<file path="src/rtl/rv_pkg.sv">
// Shared register-file constants and the writeback entry format
// used by the controller and its long-latency result buffer.
package rv_pkg;

   localparam int REG_AW = 5;
   localparam int XLEN   = 32;
   localparam int NREG   = 32;

   typedef struct packed {
      logic [REG_AW-1:0] rd;
      logic [XLEN-1:0]   data;
   } wb_entry_t;

endpackage

</file>
<file path="src/rtl/wb_fifo.sv">
// Synchronous FIFO holding long-latency writeback entries until the
// register file write port is free.
module wb_fifo
   import rv_pkg::*;
#(
   parameter int FIFO_DEPTH = 4
) (
   input  logic      clk,
   input  logic      rst_n,
   input  logic      push,
   input  logic      pop,
   input  wb_entry_t wdata,
   output logic      full,
   output logic      empty,
   output wb_entry_t head
);

   localparam int AW = $clog2(FIFO_DEPTH);

   wb_entry_t       mem [FIFO_DEPTH];
   logic [AW-1:0]   rd_ptr;
   logic [AW-1:0]   wr_ptr;
   logic [AW:0]     count;

   assign full  = (count == (AW+1)'(FIFO_DEPTH));
   assign empty = (count == '0);
   assign head  = mem[rd_ptr];

   // Depth is a power of two, so the pointers wrap by plain overflow.
   always_ff @(posedge clk or negedge rst_n) begin
      if (!rst_n) begin
         rd_ptr <= '0;
         wr_ptr <= '0;
         count  <= '0;
      end else begin
         if (push) wr_ptr <= wr_ptr + 1'b1;
         if (pop)  rd_ptr <= rd_ptr + 1'b1;
         case ({push, pop})
            2'b10:   count <= count + 1'b1;
            2'b01:   count <= count - 1'b1;
            default: count <= count;
         endcase
      end
   end

   always_ff @(posedge clk) begin
      if (push) mem[wr_ptr] <= wdata;
   end

endmodule

</file>
<file path="src/rtl/wb_ctrl.sv">
// Writeback controller: merges ALU and buffered long-latency results onto the
// single register-file write port and tracks outstanding long writes for hazards.
module wb_ctrl
   import rv_pkg::*;
#(
   parameter int FIFO_DEPTH = 4
) (
   input  logic        i_clk,
   input  logic        i_rst,
   input  logic        i_iss_valid,
   input  logic        i_iss_long,
   input  logic [4:0]  i_iss_rd,
   input  logic [4:0]  i_rs1_addr,
   input  logic [4:0]  i_rs2_addr,
   input  logic        i_alu_valid,
   input  logic [4:0]  i_alu_rd,
   input  logic [31:0] i_alu_data,
   input  logic        i_lsu_valid,
   input  logic [4:0]  i_lsu_rd,
   input  logic [31:0] i_lsu_data,
   output logic        o_lsu_ready,
   output logic [4:0]  o_rd_addr,
   output logic [31:0] o_rd_data,
   output logic        o_rd_wren,
   output logic [31:0] o_busy,
   output logic        o_stall
);

   wb_entry_t        lsu_entry;
   wb_entry_t        head;
   logic             full;
   logic             empty;
   logic             push;
   logic             pop;
   logic             alu_wr;
   logic             iss_set;
   logic [NREG-1:0]  busy;
   logic [NREG-1:0]  busy_next;

   assign lsu_entry   = '{rd: i_lsu_rd, data: i_lsu_data};
   assign o_lsu_ready = !full;
   // x0 results complete the handshake but never occupy a slot.
   assign push        = i_lsu_valid && !full && (i_lsu_rd != '0);
   assign alu_wr      = i_rst && i_alu_valid && (i_alu_rd != '0);
   assign pop         = i_rst && !alu_wr && !empty;

   wb_fifo #(
      .FIFO_DEPTH(FIFO_DEPTH)
   ) u_fifo (
      .clk   (i_clk),
      .rst_n (i_rst),
      .push  (push),
      .pop   (pop),
      .wdata (lsu_entry),
      .full  (full),
      .empty (empty),
      .head  (head)
   );

   always_comb begin
      o_rd_wren = 1'b0;
      o_rd_addr = '0;
      o_rd_data = '0;
      if (alu_wr) begin
         o_rd_wren = 1'b1;
         o_rd_addr = i_alu_rd;
         o_rd_data = i_alu_data;
      end else if (pop) begin
         o_rd_wren = 1'b1;
         o_rd_addr = head.rd;
         o_rd_data = head.data;
      end
   end

   // busy[0] is held at zero, so x0 can never raise a hazard.
   assign o_stall = busy[i_rs1_addr] || busy[i_rs2_addr] ||
                    (i_iss_valid && busy[i_iss_rd]);
   assign iss_set = i_iss_valid && i_iss_long && !o_stall && (i_iss_rd != '0);
   assign o_busy  = busy;

   always_comb begin
      busy_next = busy;
      if (pop)     busy_next[head.rd]  = 1'b0;
      if (iss_set) busy_next[i_iss_rd] = 1'b1;
      busy_next[0] = 1'b0;
   end

   always_ff @(posedge i_clk or negedge i_rst) begin
      if (!i_rst) busy <= '0;
      else        busy <= busy_next;
   end

endmodule

</file>
<file path="config.mk">
export PLATFORM = sky130hd
export DESIGN_NAME = wb_ctrl
export DESIGN_NICKNAME = d
export VERILOG_FILES = /design/src/rtl/rv_pkg.sv /design/src/rtl/wb_fifo.sv /design/src/rtl/wb_ctrl.sv
export SDC_FILE = /design/constraint.sdc
export NUM_CORES = 1
export LEC_CHECK = 0
export ABC_AREA = 1
export CAP_MARGIN = 30
export CORE_MARGIN = 5
export CORE_UTILIZATION = 50
export CTS_BUF_LIST = sky130_fd_sc_hd__clkbuf_4
export DETAILED_ROUTE_END_ITERATION = 6
export MAX_ROUTING_LAYER = met4
export PLACE_DENSITY = 0.84
export SLEW_MARGIN = 5
export SYNTH_ARGS = -nofsm -noshare
export SYNTH_HDL_FRONTEND = slang
export SYNTH_SLANG_ARGS = --single-unit
</file>
<file path="constraint.sdc">
create_clock -name i_clk -period 6.2 [get_ports i_clk]
set_input_delay 0.62 -clock i_clk [delete_from_list [all_inputs] [get_ports i_clk]]
set_output_delay 0.62 -clock i_clk [all_outputs]
set_load 0.01 [all_outputs]
</file>
==> flow_summary.yaml, run 1 <==
detailed_routing:
  route.detailed.drc: 0
  wl_um: 23200
  firstDrtPassIters: 7
  num_vias: 7484
  avgViaCountPerCell: 5.56
  antenna_left: 0
  drt_iter0_drc: 718
  wire_per_inst_um: 17.2
critical_path:
  crit_family: "buffers and inverters"
  required_ps: 5580
  cpMaxStageDelayCell: "clkdlybuf4s50_1"
  r2r_start: "u_fifo.rd_ptr[1]"
  r2r_cells: 8
  crit_cells: 12
  end_kind: "primary output"
  path_cells: "clkdlybuf4s50_1 > inv_1 > or2_2 > nand2_1 > nand3_1 > nand3_1 > nand3_1 > nand2_1 > nand2_1 > nor2_4 > inv_1 > clkdlybuf4s50_1"
  critPathLaunch: "i_rs1_addr[0]"
  max_stage_delay_ps: 890
  path_max_fanout: 32
  crit_type: "input port to primary output"
  worst-path-buf-inv: 4
  start_kind: "input port"
  crit_arrival_ps: 3740
logic_synthesis:
  yosys_register_bits: 186
  syn-mean-instance-area_sq_um: 9.49
  synth_area_leaders: "edfxtp_1, nand2_1, dfrtp_1"
  syn-num-nets: 1059
  synth_seq_area_share_pct: 59.4
  synth.largest_area_cell: "edfxtp_1"
  synthFlopType: "edfxtp_1"
  synthArstFlopShare_pct: 20.4
  synthDistinctLibCells: 34
  synth_area_sq_um: 9090
  synth_top_area_share_pct: 48.9
  synth_edf_count: 148
  syn_inst: 958
  ys_warn_count: 0
clock_network:
  clockBufferDepth: 2
  cts-htree-levels: 4
  cts_sinks: 186
  ctsResizeCount: 0
  insertion_delay_ps: 580
  cts_tree: "yes"
  cts_setup_buffers: 0
  root_buffer: "clkbuf_4"
  hold_buffers: 0
  numCtsBuffers: 17
  clkTransAtPathRegs_ps: 170
place:
  hpwl_um: 15600
  post-place-cells: 1310
  place_ws_ps: 1910
  portBuffers: 165
  gp_congestion: 0.988
timing:
  min_period_ps: 4360
  fmax_mhz: 229
  setup_viol: 0
  rsz0062_at_grt: "false"
  final.setup.worst_slack_ps: 1840
  hold_viol: 0
  post-route-period-util_pct: 70.3
  worst_pin_slew_ps: 921
  setup-tns-final_ps: 0
  max-slew-margin-rel_pct: 38.4
  clock_skew_ps: 25.5
  drv_slew: 0
status:
  status: "finished clean"
global_routing:
  antenna_found_initial: 2
  grt.total_usage_pct: 23.0
  grt.overflow.total: 0
  grt_max_degree: 108
  grt_pass1_wl_um: 36900
  grt_pass1_vias: 7208
die:
  die_y_um: 145
  dieArea_sq_um: 21000
  ioPinCount: 167
  die_w_um: 145
  placementRows: 49
  initial_core_util_pct: 50.8
  core_area_sq_um: 17900
power:
  power_leakage_uw: 0.00438
  ir_worst_vdd_v: 0.000234
  power.density_nw_per_um2: 372
final_layout:
  drive_above_1_share_pct: 5.21
  layout.cells.non_filler: 1345
  syn_to_final_growth_pct: 22.5
  fill_cells: 1428
  final_nets: 1202
job:
  drv_cap: 0
worst_hold_path:
  min_path_type: "input port to asynchronous set/reset pin"
-- final cells by class --
| class | count | area [sq um] | area share [%] |
|---|---|---|---|
| inverters | 104 | 393 | 3.53 |
| multi-input cells | 618 | 3040 | 27.3 |
| clock inverters | 15 | 155 | 1.39 |
| well taps | 229 | 287 | 2.57 |
| clock buffers | 17 | 128 | 1.15 |
| diodes | 2 | 5.00 | 0.0449 |
| flip-flops and latches | 186 | 5400 | 48.5 |
| repair buffers | 174 | 1730 | 15.6 |
-- per-layer routing --
layer | wire [um] | track usage (%) | up-vias
met4 | 365 | 6.04 | 0
li1 | - | - | 3567
met1 | 9260 | 29.7 | 3509
met5 | 0 | - | -
met3 | 2360 | 5.36 | 38
met2 | 11200 | 36.8 | 370
-- flip-flops by register name, indices dropped and copies added (netlist names) --
signal         flops
u_fifo.mem       148
o_busy            31
u_fifo.count       3
u_fifo.rd_ptr      2
u_fifo.wr_ptr      2
-- worst paths after layout --
path / endpoint / slack [ps]
worst max-delay path: o_stall / 1840
min in group i_clk: u_fifo.count[2] / 510
worst min-delay path: o_busy[25] / 60
max in group asynchronous: u_fifo.rd_ptr[0] / 5740
worst max register to register: o_busy[19] / 3660
worst min register to register: u_fifo.count[2] / 510
-- logic make-up after synthesis --
logic type	Yosys count	share of synthesized area [%]
flops	186	59.4
simple gates	444	20.3
xor+xnor	4	0.386
compound gates	163	11.4
buf+inv	154	7.56
fa+ha+maj	6	0.909
other cells	1	0.0413
-- cells in the mapped netlist (all sizes together) (5+ instances only) --
cell type    n
edfxtp     148
buf         34
a32o        33
dfrtp       38
nand2      259
a21oi       39
o21ai       81
nor2        51
clkbuf      16
inv        104
nand3      122
nor3         9
ha           5
-- where the power goes --
group	switching, uW	total [uW]	internal [uW]
Clock	437	651	214
Combinational	1040	1710	671
Sequential	148	1780	1630
-- cell usage in the layout (no fill, tap or decap), drive strengths merged, types with 2 or more instances in the layout --
cell / synthesis / final
nand2: 259 / 259
nand3: 122 / 122
clkdlybuf4s50: 0 / 164
a32oi: 4 / 4
dfrtp: 38 / 38
o21ai: 81 / 81
diode: 0 / 2
clkbuf: 16 / 17
inv: 104 / 111
nor3: 9 / 9
buf: 34 / 10
o22ai: 2 / 2
xor2: 2 / 2
nor2: 51 / 51
a32o: 33 / 33
ha: 5 / 5
xnor2: 2 / 2
clkinv: 0 / 4
edfxtp: 148 / 148
a21oi: 39 / 39
clkinvlp: 0 / 3
-- worst reg2reg max path, cell delays in order, from the launching register on --
cell     delay, ps
dfrtp_1        440
inv_2          420
buf_4          540
a21oi_1         90
a32oi_1        430
inv_1          210
nand2_1        180
o21ai_0        110
nand2_1         80
-- through the flow --
stage | power, uW | utilization [%] | area [sq um] | hold slack [ps]
after floorplan | 2800 | - | 9090 | 324
after global placement | 3450 | 60.4 | 10800 | 474
after detailed placement | 3500 | 60.4 | 10800 | 495
after CTS | 4140 | 62.0 | 11100 | 47.4
after global routing | 4420 | 62.2 | 11100 | 52.7
final | 4140 | 62.2 | 11100 | 63.3
Note: power is estimated with default switching activity, not from simulation.
==> run 2: changes to the inputs <==
CORE_UTILIZATION = 49   (was 50)
PLACE_DENSITY = 0.85   (was 0.84)
clock period = 3.72 ns   (was 6.2 ns; I/O delays follow)
==> run 2 against run 1 <==
Net effect: worst hold slack gained 130 ps; via count grew 2.3%; sequential power grew 69%; worst setup slack lost 1500 ps; clock skew is essentially flat; cell count grew 0.59%; combinational power grew 69%; count of clock-buffer cells in the layout grew 1; final area grew 0.80%; critical path type is now register to primary output.
==> flow_summary.yaml, run 2 (synthesis gave the netlist of run 1 again) <==
status:
  status: "finished clean"
clock_network:
  cts_sinks: 186
  ctsResizeCount: 0
  clockBufferDepth: 2
  insertion_delay_ps: 570
  cts-htree-levels: 4
  cts_tree: "yes"
  root_buffer: "clkbuf_4"
  clkTransAtPathRegs_ps: 150
  numCtsBuffers: 17
timing:
  hold_viol: 0
  min_period_ps: 3430
  drv_slew: 0
  final.setup.worst_slack_ps: 292
  post-route-period-util_pct: 92.1
  setup_viol: 0
  worst_pin_slew_ps: 919
  max-slew-margin-rel_pct: 38.7
  fmax_mhz: 292
  clock_skew_ps: 25.7
  setup-tns-final_ps: 0
  rsz0062_at_grt: "false"
detailed_routing:
  drt_iter0_drc: 823
  route.detailed.drc: 0
  avgViaCountPerCell: 5.66
  firstDrtPassIters: 5
  num_vias: 7658
  wl_um: 24500
  met1_length_um: 9630
  wl_met3_um: 2550
  wire_per_inst_um: 18.1
  met2WireLength_um: 11600
  maxUsedRoutingLayer: "met4"
  antenna_left: 0
critical_path:
  crit_arrival_ps: 3060
  reg2reg_slack_ps: 1240
  path_cells: "inv_2 > nand2_1 > a32oi_1 > inv_1 > o22ai_1 > clkdlybuf4s50_1"
  cpMaxStageDelayCell: "clkdlybuf4s50_1"
  start_kind: "register"
  crit_type: "register to primary output"
  r2r-end: "o_busy[23]"
  worst-path-buf-inv: 3
  required_ps: 3350
  path_max_fanout: 25
  r2r_start: "u_fifo.rd_ptr[0]"
  end_kind: "primary output"
  r2r_cells: 8
  max_stage_delay_ps: 560
  crit_family: "buffers and inverters"
final_layout:
  largest_register: "u_fifo.mem"
  final_cell_mix: "nand2_1, clkdlybuf4s50_1, edfxtp_1, nand3_1, inv_1"
  final_nets: 1210
  syn_to_final_growth_pct: 23.5
  layout_commonest_cell: "nand2_1"
  drive_above_1_share_pct: 5.62
  largest_reg_flops: 148
die:
  dieArea_sq_um: 21400
  placementRows: 49
  initial_core_util_pct: 50.2
  ioPinCount: 167
  die_y_um: 146
  core_area_sq_um: 18100
  die_w_um: 146
place:
  portBuffers: 165
  hpwl_um: 16700
  place_ws_ps: 732
  gp_congestion: 0.995
global_routing:
  grt.overflow.total: 0
  grt_pass1_vias: 7235
  grt_max_degree: 57
  grt_pass1_wl_um: 38000
  antenna_found_initial: 3
  grt.total_usage_pct: 22.9
worst_hold_path:
  min_path_type: "input port to asynchronous set/reset pin"
power:
  power.density_nw_per_um2: 627
  ir_worst_vdd_v: 0.000386
  power_leakage_uw: 0.00442
job:
  drv_cap: 0
-- run 2: cell types whose count changed in the layout (fill, tap and decap cells not counted), moves of 2 or more --
cell        before  now
bufinv_16        1    3
inv_8            4    0
buf_4            8   14
buf_12           0    2
clkinv_4         3    1
clkinvlp_4       3    5
-- run 2: final cells by class --
type	instances	area, sq um
fillers	1404	6860
flip-flops and latches	186	5400
multi-input cells	618	3040
repair buffers	182	1800
inverters	104	393
well taps	229	287
clock inverters	13	166
clock buffers	18	135
diodes	3	7.51
-- run 2: how the worst max path moves through the flow --
stage | from | endpoint | slack (ps) | depth (start not counted)
after floorplan | u_fifo.count[0] | u_fifo.mem[0][0] | 910 | 4
after global placement | i_rs2_addr[0] | o_stall | 760 | 12
after detailed placement | i_rs2_addr[0] | o_stall | 730 | 12
after CTS | u_fifo.rd_ptr[0] | o_rd_addr[2] | 260 | 6
after global routing | u_fifo.rd_ptr[0] | o_rd_addr[2] | 50 | 6
final | u_fifo.rd_ptr[0] | o_rd_addr[2] | 290 | 6
-- run 2: repair_timing --
action	4_1_cts	5_1_grt
setup endpoints to repair	0	0
endpoints found under the hold margin	30	0
hold buffers	1	0
buffers inserted	0	0
-- run 2: metal layers --
metal,vias up,track usage [%]
met5,-,-
met4,0,9.27
met3,63,6.23
met2,453,35.4
met1,3560,28.8
li1,3582,-
-- run 2: stage by stage --
stage	area [sq um]	hold WS [ps]	utilization, %	std cells	total power (uW)
after floorplan	9090	76.4	-	958	4660
after global placement	10900	235	60.3	1318	5820
after detailed placement	10900	242	60.3	1318	5920
after CTS	11200	151	62.0	1350	7040
after global routing	11200	155	62.1	1353	7470
final	11200	189	62.1	1353	7040
-- run 2: where the power goes --
group / internal (uW) / switching, uW / leakage [uW]
registers: 2720 / 283 / 0.00186
clock network: 474 / 671 / 0.000145
logic: 1130 / 1760 / 0.00242
total: 4330 / 2710 / 0.00442
==> run 3: changes to the inputs <==
CORE_ASPECT_RATIO = 0.6   (was not set)
CTS_CLUSTER_DIAMETER = 120   (was not set)
==> run 3 against run 2 <==
Net effect: sequential power barely moved; power decreased by 0.27%; fmax fell by 1.5%; final area is 0.23% higher; largest power group unchanged; highest routed layer unchanged.
==> flow_summary.yaml, run 3 (synthesis gave the netlist of run 1 again) <==
clock_network:
  cts_setup_buffers: 0
  insertion_delay_ps: 570
  cts_tree: "yes"
  cts_sinks: 186
  numCtsBuffers: 17
  clkTransAtPathRegs_ps: 170
  clockBufferDepth: 2
  cts-htree-levels: 4
  root_buffer: "clkbuf_4"
place:
  gp_congestion: 0.959
  hpwl_um: 17200
  post-place-cells: 1329
  portBuffers: 165
  place_ws_ps: 656
critical_path:
  path_cells: "clkinv_2 > buf_4 > buf_4 > a21oi_1 > o21ai_0 > a32o_1 > clkdlybuf4s50_1"
  cpMaxStageDelayCell: "clkdlybuf4s50_1"
  required_ps: 3350
  max_stage_delay_ps: 500
  path_max_fanout: 30
  end_kind: "primary output"
  crit_family: "buffers and inverters"
  crit_top_cell: "buf_4"
  crit_type: "register to primary output"
  start_kind: "register"
  crit_arrival_ps: 3110
  worst-path-buf-inv: 4
global_routing:
  antenna_found_initial: 2
  grt_pass1_vias: 7467
  grt.overflow.total: 0
  grt.total_usage_pct: 24.5
  grt_pass1_wl_um: 39700
  grt_max_degree: 67
final_layout:
  multi_input_area_sq_um: 3040
  regArea_sq_um: 5400
  fill_cells: 1401
  layout_commonest_cell: "nand2_1"
  drive_above_1_share_pct: 5.79
  final_nets: 1210
  layout.cells.non_filler: 1364
  largest_reg_flops: 148
  syn_to_final_growth_pct: 23.8
  largest_register: "u_fifo.mem"
  final_cell_mix: "nand2_1, clkdlybuf4s50_1, edfxtp_1, nand3_1, inv_1"
die:
  die_w_um: 186
  dieArea_sq_um: 21500
  core_area_sq_um: 18200
  ioPinCount: 167
  placementRows: 38
  die_y_um: 115
  initial_core_util_pct: 50.0
timing:
  fmax_mhz: 287
  rsz0062_at_grt: "false"
  setup-tns-final_ps: 0
  setup_viol: 0
  worst_pin_slew_ps: 919
  max-slew-margin-rel_pct: 38.7
  final.setup.worst_slack_ps: 239
  clock_skew_ps: 20.6
  drv_slew: 0
  min_period_ps: 3480
  holdWs_ps: 412
  post-route-period-util_pct: 93.6
  hold_viol: 0
status:
  status: "finished clean"
power:
  power.density_nw_per_um2: 624
  ir_worst_vdd_v: 0.000323
  power_leakage_uw: 0.00444
detailed_routing:
  wl_um: 25100
  avgViaCountPerCell: 5.61
  firstDrtPassIters: 7
  drt_iter0_drc: 1046
  wire_per_inst_um: 18.4
  antenna_left: 0
  route.detailed.drc: 0
  num_vias: 7646
job:
  drv_cap: 0
worst_hold_path:
  min_path_type: "input port to register"
==> run 3: changes by cell type in the layout (fill, tap and decap cells not counted), moves of 2 or more <==
cell | before | now
clkinvlp_4 | 5 | 0
inv_8 | 0 | 5
bufinv_16 | 3 | 0
buf_12 | 2 | 4
buf_4 | 14 | 12
clkinv_4 | 1 | 3
clkinv_8 | 0 | 2
==> run 3: through the flow <==
| step | area (sq um) | utilization, % | total power (uW) |
|---|---|---|---|
| detailed placement | 10900 | 60.3 | 5950 |
| finish | 11300 | 61.9 | 7020 |
| global route | 11300 | 61.9 | 7490 |
| floorplan | 9090 | - | 4660 |
| global placement | 10900 | 60.3 | 5860 |
| CTS | 11200 | 61.9 | 7020 |
==> run 3: repair_timing <==
item / CTS / global route
setup endpoints to repair: 0 / 1
hold buffers: 1 / 0
gates resized for setup: 0 / 1
hold endpoints to repair: 38 / 0
==> run 3: cell type report <==
class	instances	share of cell area, %
antenna	2	0.0445
clock buffer	18	1.20
clock inverter	14	1.33
inverter	104	3.50
multi-input combinational	618	27.0
sequential	186	48.0
tap	240	2.67
timing repair buffer	182	16.2
==> run 3: final timing paths <==
check,depth (start not counted),to,startpoint,slack [ps]
max,7,o_rd_data[25],u_fifo.rd_ptr[1],240
min,1,u_fifo.mem[2][5],i_lsu_data[5],410
max reg2reg,8,o_busy[7],u_fifo.rd_ptr[1],1150
min reg2reg,1,u_fifo.count[0],u_fifo.count[0],510
max in group asynchronous,3,u_fifo.rd_ptr[0],i_rst,2830
min in group asynchronous,3,o_busy[26],i_rst,510
==> run 3: layer usage <==
metal | GRT usage (%) | vias up | part of all wire [%]
met5 | - | - | 0
met4 | 6.74 | 0 | 1.9
met3 | 7.53 | 58 | 13
met2 | 34.7 | 433 | 43
met1 | 34.6 | 3566 | 42
li1 | - | 3589 | -
==> run 3: power breakdown <==
| part | internal (uW) | switching, uW | leakage (uW) |
|---|---|---|---|
| Sequential | 2720 | 312 | 0.00186 |
| Clock | 318 | 776 | 0.000157 |
| Combinational | 1140 | 1750 | 0.00242 |
| Total | 4180 | 2840 | 0.00444 |
